File: src/rtl/sirv_gnrl_pkg.sv
// Shared definitions for the generic register pipeline primitives:
// occupancy-counter width and the default reset value bit.
package sirv_gnrl_pkg;

    localparam logic DEF_RST_BIT = 1'b0;

    function automatic int unsigned cnt_width(input int unsigned depth);
        return $clog2(depth + 2);
    endfunction

endpackage

File: src/rtl/sirv_gnrl_pipe_stage.sv
// One valid/ready register stage: loads when upstream is valid and the slot is free
// or draining this cycle; clears its valid when data leaves without a reload.
module sirv_gnrl_pipe_stage
    import sirv_gnrl_pkg::*;
#(
    parameter int unsigned    DW      = 32,
    parameter logic [DW-1:0]  RST_VAL = {DW{DEF_RST_BIT}}
) (
    input  logic          clk,
    input  logic          rst,
    input  logic          flush,
    input  logic          up_vld,
    input  logic [DW-1:0] up_dat,
    output logic          rdy_c,
    input  logic          dn_rdy,
    output logic          vld,
    output logic [DW-1:0] dat
);

    logic load;
    logic leave;

    assign rdy_c = !vld || dn_rdy;
    assign load  = up_vld && rdy_c;
    assign leave = vld && dn_rdy;

    always_ff @(posedge clk or posedge rst) begin
        if (rst) begin
            vld <= 1'b0;
        end else if (flush) begin
            vld <= 1'b0;
        end else if (load) begin
            vld <= 1'b1;
        end else if (leave) begin
            vld <= 1'b0;
        end
    end

    // Payload only moves on an accepted load; flush leaves it untouched.
    always_ff @(posedge clk or posedge rst) begin
        if (rst) begin
            dat <= RST_VAL;
        end else if (load && !flush) begin
            dat <= up_dat;
        end
    end

endmodule

File: src/rtl/sirv_gnrl_pipe_dffr.sv
// Elastic DEPTH-stage valid/ready register pipeline with reset value, synchronous
// flush, occupancy count and an optional input skid buffer that registers i_rdy.
module sirv_gnrl_pipe_dffr
    import sirv_gnrl_pkg::*;
#(
    parameter int unsigned   DW        = 32,
    parameter int unsigned   DEPTH     = 1,
    parameter logic [DW-1:0] RST_VAL   = {DW{DEF_RST_BIT}},
    parameter int unsigned   CUT_READY = 0
) (
    input  logic                          clk,
    input  logic                          rst,
    input  logic                          flush,
    input  logic                          i_vld,
    output logic                          i_rdy,
    input  logic [DW-1:0]                 i_dat,
    output logic                          o_vld,
    input  logic                          o_rdy,
    output logic [DW-1:0]                 o_dat,
    output logic [cnt_width(DEPTH)-1:0]   cnt
);

    localparam int unsigned CW = cnt_width(DEPTH);

    if (DEPTH == 0) begin : g_bypass
        logic unused;
        assign unused = ^{clk, rst, flush};
        assign o_vld  = i_vld;
        assign o_dat  = i_dat;
        assign i_rdy  = o_rdy;
        assign cnt    = '0;
    end else begin : g_pipe
        logic          s0_vld;
        logic [DW-1:0] s0_dat;
        logic          s0_rdy;
        logic          in_acc;
        logic          out_acc;

        for (genvar k = 0; k < int'(DEPTH); k++) begin : g_st
            logic          up_vld;
            logic [DW-1:0] up_dat;
            logic          dn_rdy;
            logic          rdy;
            logic          vld;
            logic [DW-1:0] dat;

            if (k == 0) begin : g_first
                assign up_vld = s0_vld;
                assign up_dat = s0_dat;
            end else begin : g_mid
                assign up_vld = g_st[k-1].vld;
                assign up_dat = g_st[k-1].dat;
            end

            // Ready ripples back combinationally from o_rdy through every stage.
            if (k == int'(DEPTH) - 1) begin : g_last
                assign dn_rdy = o_rdy;
            end else begin : g_next
                assign dn_rdy = g_st[k+1].rdy;
            end

            sirv_gnrl_pipe_stage #(
                .DW      (DW),
                .RST_VAL (RST_VAL)
            ) u_stage (
                .clk    (clk),
                .rst    (rst),
                .flush  (flush),
                .up_vld (up_vld),
                .up_dat (up_dat),
                .rdy_c  (rdy),
                .dn_rdy (dn_rdy),
                .vld    (vld),
                .dat    (dat)
            );
        end

        assign s0_rdy = g_st[0].rdy;
        assign o_vld  = g_st[DEPTH-1].vld;
        assign o_dat  = g_st[DEPTH-1].dat;

        if (CUT_READY != 0) begin : g_skid
            logic          skid_vld;
            logic [DW-1:0] skid_dat;

            // A held skid entry feeds stage 0 ahead of new input.
            assign s0_vld = skid_vld || i_vld;
            assign s0_dat = skid_vld ? skid_dat : i_dat;
            assign i_rdy  = !skid_vld;

            always_ff @(posedge clk or posedge rst) begin
                if (rst) begin
                    skid_vld <= 1'b0;
                end else if (flush) begin
                    skid_vld <= 1'b0;
                end else if (skid_vld) begin
                    if (s0_rdy) begin
                        skid_vld <= 1'b0;
                    end
                end else if (i_vld && !s0_rdy) begin
                    skid_vld <= 1'b1;
                end
            end

            always_ff @(posedge clk or posedge rst) begin
                if (rst) begin
                    skid_dat <= RST_VAL;
                end else if (!skid_vld && i_vld && !s0_rdy && !flush) begin
                    skid_dat <= i_dat;
                end
            end
        end else begin : g_noskid
            assign s0_vld = i_vld;
            assign s0_dat = i_dat;
            assign i_rdy  = s0_rdy;
        end

        // Occupancy tracks accepted-minus-delivered entries; flush empties everything.
        assign in_acc  = i_vld && i_rdy;
        assign out_acc = o_vld && o_rdy;

        always_ff @(posedge clk or posedge rst) begin
            if (rst) begin
                cnt <= '0;
            end else if (flush) begin
                cnt <= '0;
            end else begin
                cnt <= cnt + CW'(in_acc) - CW'(out_acc);
            end
        end
    end

endmodule

File: config.mk
export PLATFORM = sky130hd
export DESIGN_NAME = sirv_gnrl_pipe_dffr
export DESIGN_NICKNAME = d
export VERILOG_FILES = /design/src/rtl/sirv_gnrl_pkg.sv /design/src/rtl/sirv_gnrl_pipe_stage.sv /design/src/rtl/sirv_gnrl_pipe_dffr.sv
export SDC_FILE = /design/constraint.sdc
export NUM_CORES = 1
export LEC_CHECK = 0
export BUFFER_PORTS_ARGS = -buffer_cell sky130_fd_sc_hd__buf_4
export CAP_MARGIN = 20
export CELL_PAD_IN_SITES_DETAIL_PLACEMENT = 1
export CELL_PAD_IN_SITES_GLOBAL_PLACEMENT = 1
export CORE_MARGIN = 3
export CORE_UTILIZATION = 31
export DETAILED_ROUTE_END_ITERATION = 7
export HOLD_SLACK_MARGIN = 0.06
export PLACE_DENSITY_LB_ADDON = 0.1
export REMOVE_ABC_BUFFERS = 1
export SLEW_MARGIN = 20
export SYNTH_ARGS = -nofsm -noshare
export SYNTH_HDL_FRONTEND = slang
export SYNTH_SLANG_ARGS = --single-unit
File: constraint.sdc
create_clock -name clk -period 1.4 [get_ports clk]
set_input_delay 0.14 -clock clk [delete_from_list [all_inputs] [get_ports clk]]
set_output_delay 0.14 -clock clk [all_outputs]
set_load 0.05 [all_outputs]
==> impl_metrics.py, run 1 <==
metrics = {
    "status": {
        "status": "finished with violations",
        "violations": "setup timing",
    },
    "clock_tree": {
        "clock_latency_ns": 0.27,
        "cts_buffer_depth": 2,
        "clockRootBuffer": "clkbuf_8",
        "path_clk_slew_ns": 0.07,
        "clock-sinks": 35,
        "cts_buffers": 5,
        "cts_tree": "yes",
        "htreeDepth": 2,
    },
    "routing": {
        "initialDrtViolationCount": 44,
        "wl_per_cell_um": 14.7,
        "drt-pass1-iter-count": 3,
        "routed_wl_mm": 3.24,
        "vias_per_cell": 4.46,
        "vias": 982,
        "ant_nets": 0,
        "drc_errors": 0,
    },
    "setup_path": {
        "startpoint_type": "flop",
        "end_kind": "flop",
        "required_ns": 1.56,
        "path_max_fanout": 32,
        "critPathKind": "reg -> reg",
        "crit_arrival_ns": 1.75,
    },
    "die": {
        "num_rows": 23,
        "initial_core_util": 0.334,
        "core-area_mm2": 0.00414,
        "die_width_um": 72.8,
        "die-area_mm2": 0.00530,
        "die_y_um": 72.8,
        "boundaryPins": 73,
    },
    "global_route": {
        "grt.overflow.total": 0,
        "grt_pass1_wl_mm": 5.39,
        "grt_util_met3": 0.0537,
        "grt.busiest_layer": "met2",
        "use_met2": 0.213,
        "antenna_found_initial": 0,
        "grt_max_degree": 36,
        "grt_pass1_vias": 1108,
        "grtUsageTotal": 0.135,
        "use_met1": 0.167,
    },
    "pwr": {
        "p_switching_w": 0.00123,
        "cellPowerDensity_mw_per_mm2": 1530,
        "comb_power_share": 0.384,
        "p_leak_nw": 1.04,
        "seq_power_share": 0.383,
        "irDropWorstVdd_mv": 0.677,
        "clkPwrFrac": 0.233,
        "p_int_w": 0.00209,
        "p_sw_frac": 0.370,
    },
    "placed_design": {
        "dp.cells": 208,
        "io_buffer_count": 72,
        "place.gp.congestion": 0.684,
        "placed_area_mm2": 0.00200,
        "dp_hpwl_mm": 2.43,
    },
    "yosys": {
        "synth_area_leaders": "dfrtp_1 (63%), mux2_2 (26%), buf_6 (2.4%)",
        "ys_seq_area_frac": 0.633,
        "yosys.area.top_type": "dfrtp_1",
        "yosys_warnings": 0,
        "netlist-cell-type-count": 13,
        "syn_area_per_cell_um2": 16.3,
        "netlist_area_mm2": 0.00138,
        "synth_cells": 85,
        "netlist.area_leader.share": 0.633,
        "ys_ff_latch": 35,
    },
    "cells_and_area": {
        "final_cell_mix": "buf_4 (76), dfrtp_1 (35), mux2_2 (32), clkbuf_8 (7), nor2_1 (3)",
        "fill_cells": 440,
        "num-nets-final": 208,
        "syn_to_final_growth_pct": 57.1,
        "final_util": 0.524,
        "drive_above_1_share": 0.735,
        "antenna_cells": 0,
        "final_common_cell": "buf_4",
        "final_area_mm2": 0.00217,
        "stdcell_count": 220,
    },
    "sta": {
        "slew_violations": 0,
        "min_period_ns": 1.59,
        "clock_skew_ns": 0.00269,
        "worst_hold_slack_ns": 0.0911,
        "hold_viol_final": 0,
        "relSlewSlack": 0.705,
        "final.setup.tns_ns": -5.90,
        "worst_slew_pin_slew_ns": 0.442,
        "finalWorstSetupSlack_ns": -0.193,
        "timing.final.crit_share": 1.14,
        "max_freq_ghz": 0.628,
        "rsz0062_at_grt": "yes",
        "setup_viol": 33,
    },
    "worst_hold_path": {
        "min_path_type": "in -> reg",
    },
    "job": {
        "cap_violations": 0,
    },
}
final timing paths:
path,from,to,slack (ns),depth (start not counted)
hold / removal,i_dat[29],g_pipe.g_st[0].u_stage.dat[29],0.09,2
hold reg to reg,g_pipe.g_st[0].u_stage.dat[6],g_pipe.g_st[0].u_stage.dat[6],0.51,1
setup reg to reg,g_pipe.g_st[0].u_stage.vld,g_pipe.g_st[0].u_stage.dat[4],-0.19,5
setup / recovery,g_pipe.g_st[0].u_stage.vld,g_pipe.g_st[0].u_stage.dat[4],-0.19,5
max in group asynchronous,rst,g_pipe.g_st[0].u_stage.dat[13],0.56,4
min in group asynchronous,rst,g_pipe.g_st[0].u_stage.dat[14],0.53,4
critical path, stage by stage, from the launching register on:
cell	delay (ns)
dfrtp_1	0.39
nor2b_4	0.14
buf_4	0.14
nor3b_4	0.20
buf_12	0.23
mux2_2	0.36
routing by layer:
metal / vias up / routed length (um)
met5: - / 0
met4: 0 / 45
met3: 4 / 298
met2: 44 / 1640
met1: 480 / 1250
li1: 454 / -
power by group through the flow:
| stage | clock, W | combinational (W) | sequential, W |
|---|---|---|---|
| 6_report | 0.000774 | 0.00127 | 0.00127 |
| 2_1_floorplan | 0 | 0.000218 | 0.00188 |
| 4_1_cts | 0.000816 | 0.00128 | 0.00127 |
| 5_1_grt | 0.000887 | 0.00134 | 0.00129 |
| 3_5_place_dp | 0 | 0.00126 | 0.00129 |
| 3_3_place_gp | 0 | 0.00124 | 0.00128 |
metrics by stage:
stage                     power [W]  worst slack [ns]
after global placement      0.00252            -0.145
after global routing        0.00352            -0.242
final                       0.00332            -0.193
after CTS                   0.00337            -0.236
after floorplan             0.00210            -0.786
after detailed placement    0.00255            -0.265
kinds of logic after synthesis:
family,count (synthesis),synth area share
mux,32,0.260
xor+xnor,2,0.0127
fa+ha+maj,2,0.0181
simple gates,8,0.0434
flops,35,0.633
buf+inv,6,0.0325
state kept, by name, summed over array words and instances, names as in the netlist:
| signal | cells |
|---|---|
| cnt | 2 |
| g_pipe.g_st.u_stage.dat | 32 |
| g_pipe.g_st.u_stage.vld | 1 |
cell usage after synthesis:
library cell,instances
nand2_1,1
nor2b_1,1
ha_1,2
mux2_2,32
nor2b_4,1
xnor2_1,1
and2_1,1
xor2_1,1
nor2_1,3
dfrtp_1,35
nor3b_4,1
buf_6,3
inv_1,3
timing repair:
item | 4_1_cts | 5_1_grt
buffers inserted | 4 | 1
setup endpoints to repair | 34 | 35
resized for setup | 5 | 4
pin swaps | 2 | 3
endpoints found under the hold margin | 38 | 0
hold buffers | 2 | 0
final cells by class:
cell class              instances  area (um2)  area share
clock buffers                   8         100      0.0461
multi-input cells              44         498       0.229
flip-flops and latches         35         876       0.403
inverters                       3        11.3     0.00518
repair buffers                 80         626       0.288
well taps                      50        62.6      0.0288
No activity file was read; power rests on OpenSTA's default activity.
==> run 2, diff against run 1 <==
Settings changed: CELL_PAD_IN_SITES_DETAIL_PLACEMENT 1 to 0.
==> impl_metrics.py, run 2 (same netlist as run 1, synthesis figures left out) <==
metrics = {
    "die": {
        "boundaryPins": 73,
        "num_rows": 23,
        "die_width_um": 72.8,
        "die_y_um": 72.8,
        "core-area_mm2": 0.00414,
        "die-area_mm2": 0.00530,
        "initial_core_util": 0.334,
    },
    "status": {
        "violations": "setup timing",
        "status": "finished with violations",
    },
    "cells_and_area": {
        "final_area_mm2": 0.00236,
        "final_common_cell": "buf_4",
        "num-nets-final": 212,
        "drive_above_1_share": 0.747,
        "multi_input_area_um2": 599,
        "fill_cells": 346,
        "seq_area_um2": 876,
        "syn_to_final_growth_pct": 70.8,
        "final_cell_mix": "buf_4 (74), dfrtp_1 (35), mux2_4 (25), mux2_2 (7), clkbuf_8 (7)",
        "final_util": 0.570,
        "antenna_cells": 0,
        "max_flop_register": "g_pipe.g_st.u_stage.dat",
        "largest_reg_flops": 32,
        "reg_top3": "g_pipe.g_st.u_stage.dat x32, cnt x2, g_pipe.g_st.u_stage.vld x1",
    },
    "sta": {
        "clock_skew_ns": 0.00200,
        "slew_violations": 0,
        "finalWorstSetupSlack_ns": -0.219,
        "hold_viol_final": 0,
        "min_period_ns": 1.62,
        "setup_viol": 33,
        "rsz0062_at_grt": "yes",
        "timing.final.crit_share": 1.16,
        "worst_hold_slack_ns": 0.0861,
        "final.setup.tns_ns": -6.70,
        "max_freq_ghz": 0.618,
        "worst_slew_pin_slew_ns": 0.438,
        "relSlewSlack": 0.708,
    },
    "clock_tree": {
        "clock-sinks": 35,
        "clockRootBuffer": "clkbuf_8",
        "clock_latency_ns": 0.28,
        "cts_tree": "yes",
        "path_clk_slew_ns": 0.07,
        "htreeDepth": 2,
        "cts_buffers": 5,
        "cts_buffer_depth": 2,
    },
    "setup_path": {
        "startpoint_type": "flop",
        "required_ns": 1.57,
        "critPathKind": "reg -> reg",
        "r2r_end": "g_pipe.g_st[0].u_stage.dat[22]",
        "crit_arrival_ns": 1.78,
        "end_kind": "flop",
        "r2r-start": "g_pipe.g_st[0].u_stage.vld",
        "path_max_fanout": 8,
        "worst-r2r-cell-count": 6,
        "regToRegSetupSlack_ns": -0.22,
    },
    "routing": {
        "initialDrtViolationCount": 19,
        "ant_nets": 0,
        "vias": 990,
        "wl_per_cell_um": 16.2,
        "vias_per_cell": 4.42,
        "drc_errors": 0,
        "drt-pass1-iter-count": 4,
        "routed_wl_mm": 3.62,
    },
    "pwr": {
        "irDropWorstVdd_mv": 0.864,
        "p_leak_nw": 1.18,
        "cellPowerDensity_mw_per_mm2": 1460,
    },
    "global_route": {
        "grtUsageTotal": 0.121,
        "antenna_found_initial": 0,
        "grt.overflow.total": 0,
        "grt_pass1_wl_mm": 4.82,
        "grt_max_degree": 36,
        "grt_pass1_vias": 1064,
    },
    "placed_design": {
        "placed_area_mm2": 0.00200,
        "io_buffer_count": 72,
        "pre_cts_slack_ns": -0.195,
        "dp_hpwl_mm": 2.22,
        "place.gp.congestion": 0.684,
    },
    "worst_hold_path": {
        "min_path_cells": 2,
        "min_path_type": "in -> reg",
        "holdPathEnd": "g_pipe.g_st[0].u_stage.dat[18]",
        "hp-start": "i_dat[18]",
    },
    "job": {
        "cap_violations": 0,
    },
}
run 2: cell types whose count changed in the layout (fill, tap and decap cells not counted), sizes merged:
cell	before	now
buf	78	80
clkbuf	8	10
run 2: cell type report:
class / count / area share
flip-flops and latches: 35 / 0.371
repair buffers: 84 / 0.302
multi-input cells: 44 / 0.254
clock buffers: 8 / 0.0424
well taps: 50 / 0.0265
inverters: 3 / 0.00476
run 2: report_power, final:
part / internal, W / switching, W / leakage (nW)
logic: 0.000562 / 0.000836 / 0.708
registers: 0.00118 / 0.0000965 / 0.415
clock network: 0.000449 / 0.000334 / 0.0515
total: 0.00219 / 0.00127 / 1.18
run 2: worst max-delay path by stage:
stage                     depth (start not counted)                        endpoint                        from
after floorplan                                   3   g_pipe.g_st[0].u_stage.dat[0]  g_pipe.g_st[0].u_stage.vld
after global placement                            9                          cnt[1]  g_pipe.g_st[0].u_stage.vld
after detailed placement                          9                          cnt[1]  g_pipe.g_st[0].u_stage.vld
after CTS                                         9                          cnt[1]  g_pipe.g_st[0].u_stage.vld
after global routing                              6  g_pipe.g_st[0].u_stage.dat[28]  g_pipe.g_st[0].u_stage.vld
final                                             6  g_pipe.g_st[0].u_stage.dat[22]  g_pipe.g_st[0].u_stage.vld
run 2: worst max-delay path: stages (launching register included):
cell	delay (ns)
dfrtp_1	0.39
nor2b_4	0.14
buf_6	0.11
nor3b_4	0.23
buf_6	0.16
clkbuf_16	0.16
mux2_4	0.30
run 2: timing repair:
| item | in CTS | in global routing |
|---|---|---|
| pin swaps | 5 | 6 |
| gates resized for setup | 6 | 35 |
| setup buffers | 3 | 2 |
| endpoints found under the setup margin | 34 | 35 |
| gates cloned | 0 | 3 |
| hold buffers | 2 | 0 |
| hold endpoints to repair | 38 | 0 |
run 2: layer usage:
layer / up-vias / GRT usage / share of wire
li1: 466 / - / -
met1: 480 / 0.144 / 0.44
met2: 42 / 0.188 / 0.48
met3: 2 / 0.0606 / 0.080
met4: 0 / 0.0430 / 0.0036
met5: - / 0 / 0
run 2: stage by stage:
| stage | power (W) | std cells |
|---|---|---|
| floorplan | 0.00210 | 82 |
| global placement | 0.00252 | 208 |
| detailed placement | 0.00254 | 208 |
| CTS | 0.00335 | 221 |
| global route | 0.00361 | 224 |
| finish | 0.00346 | 224 |
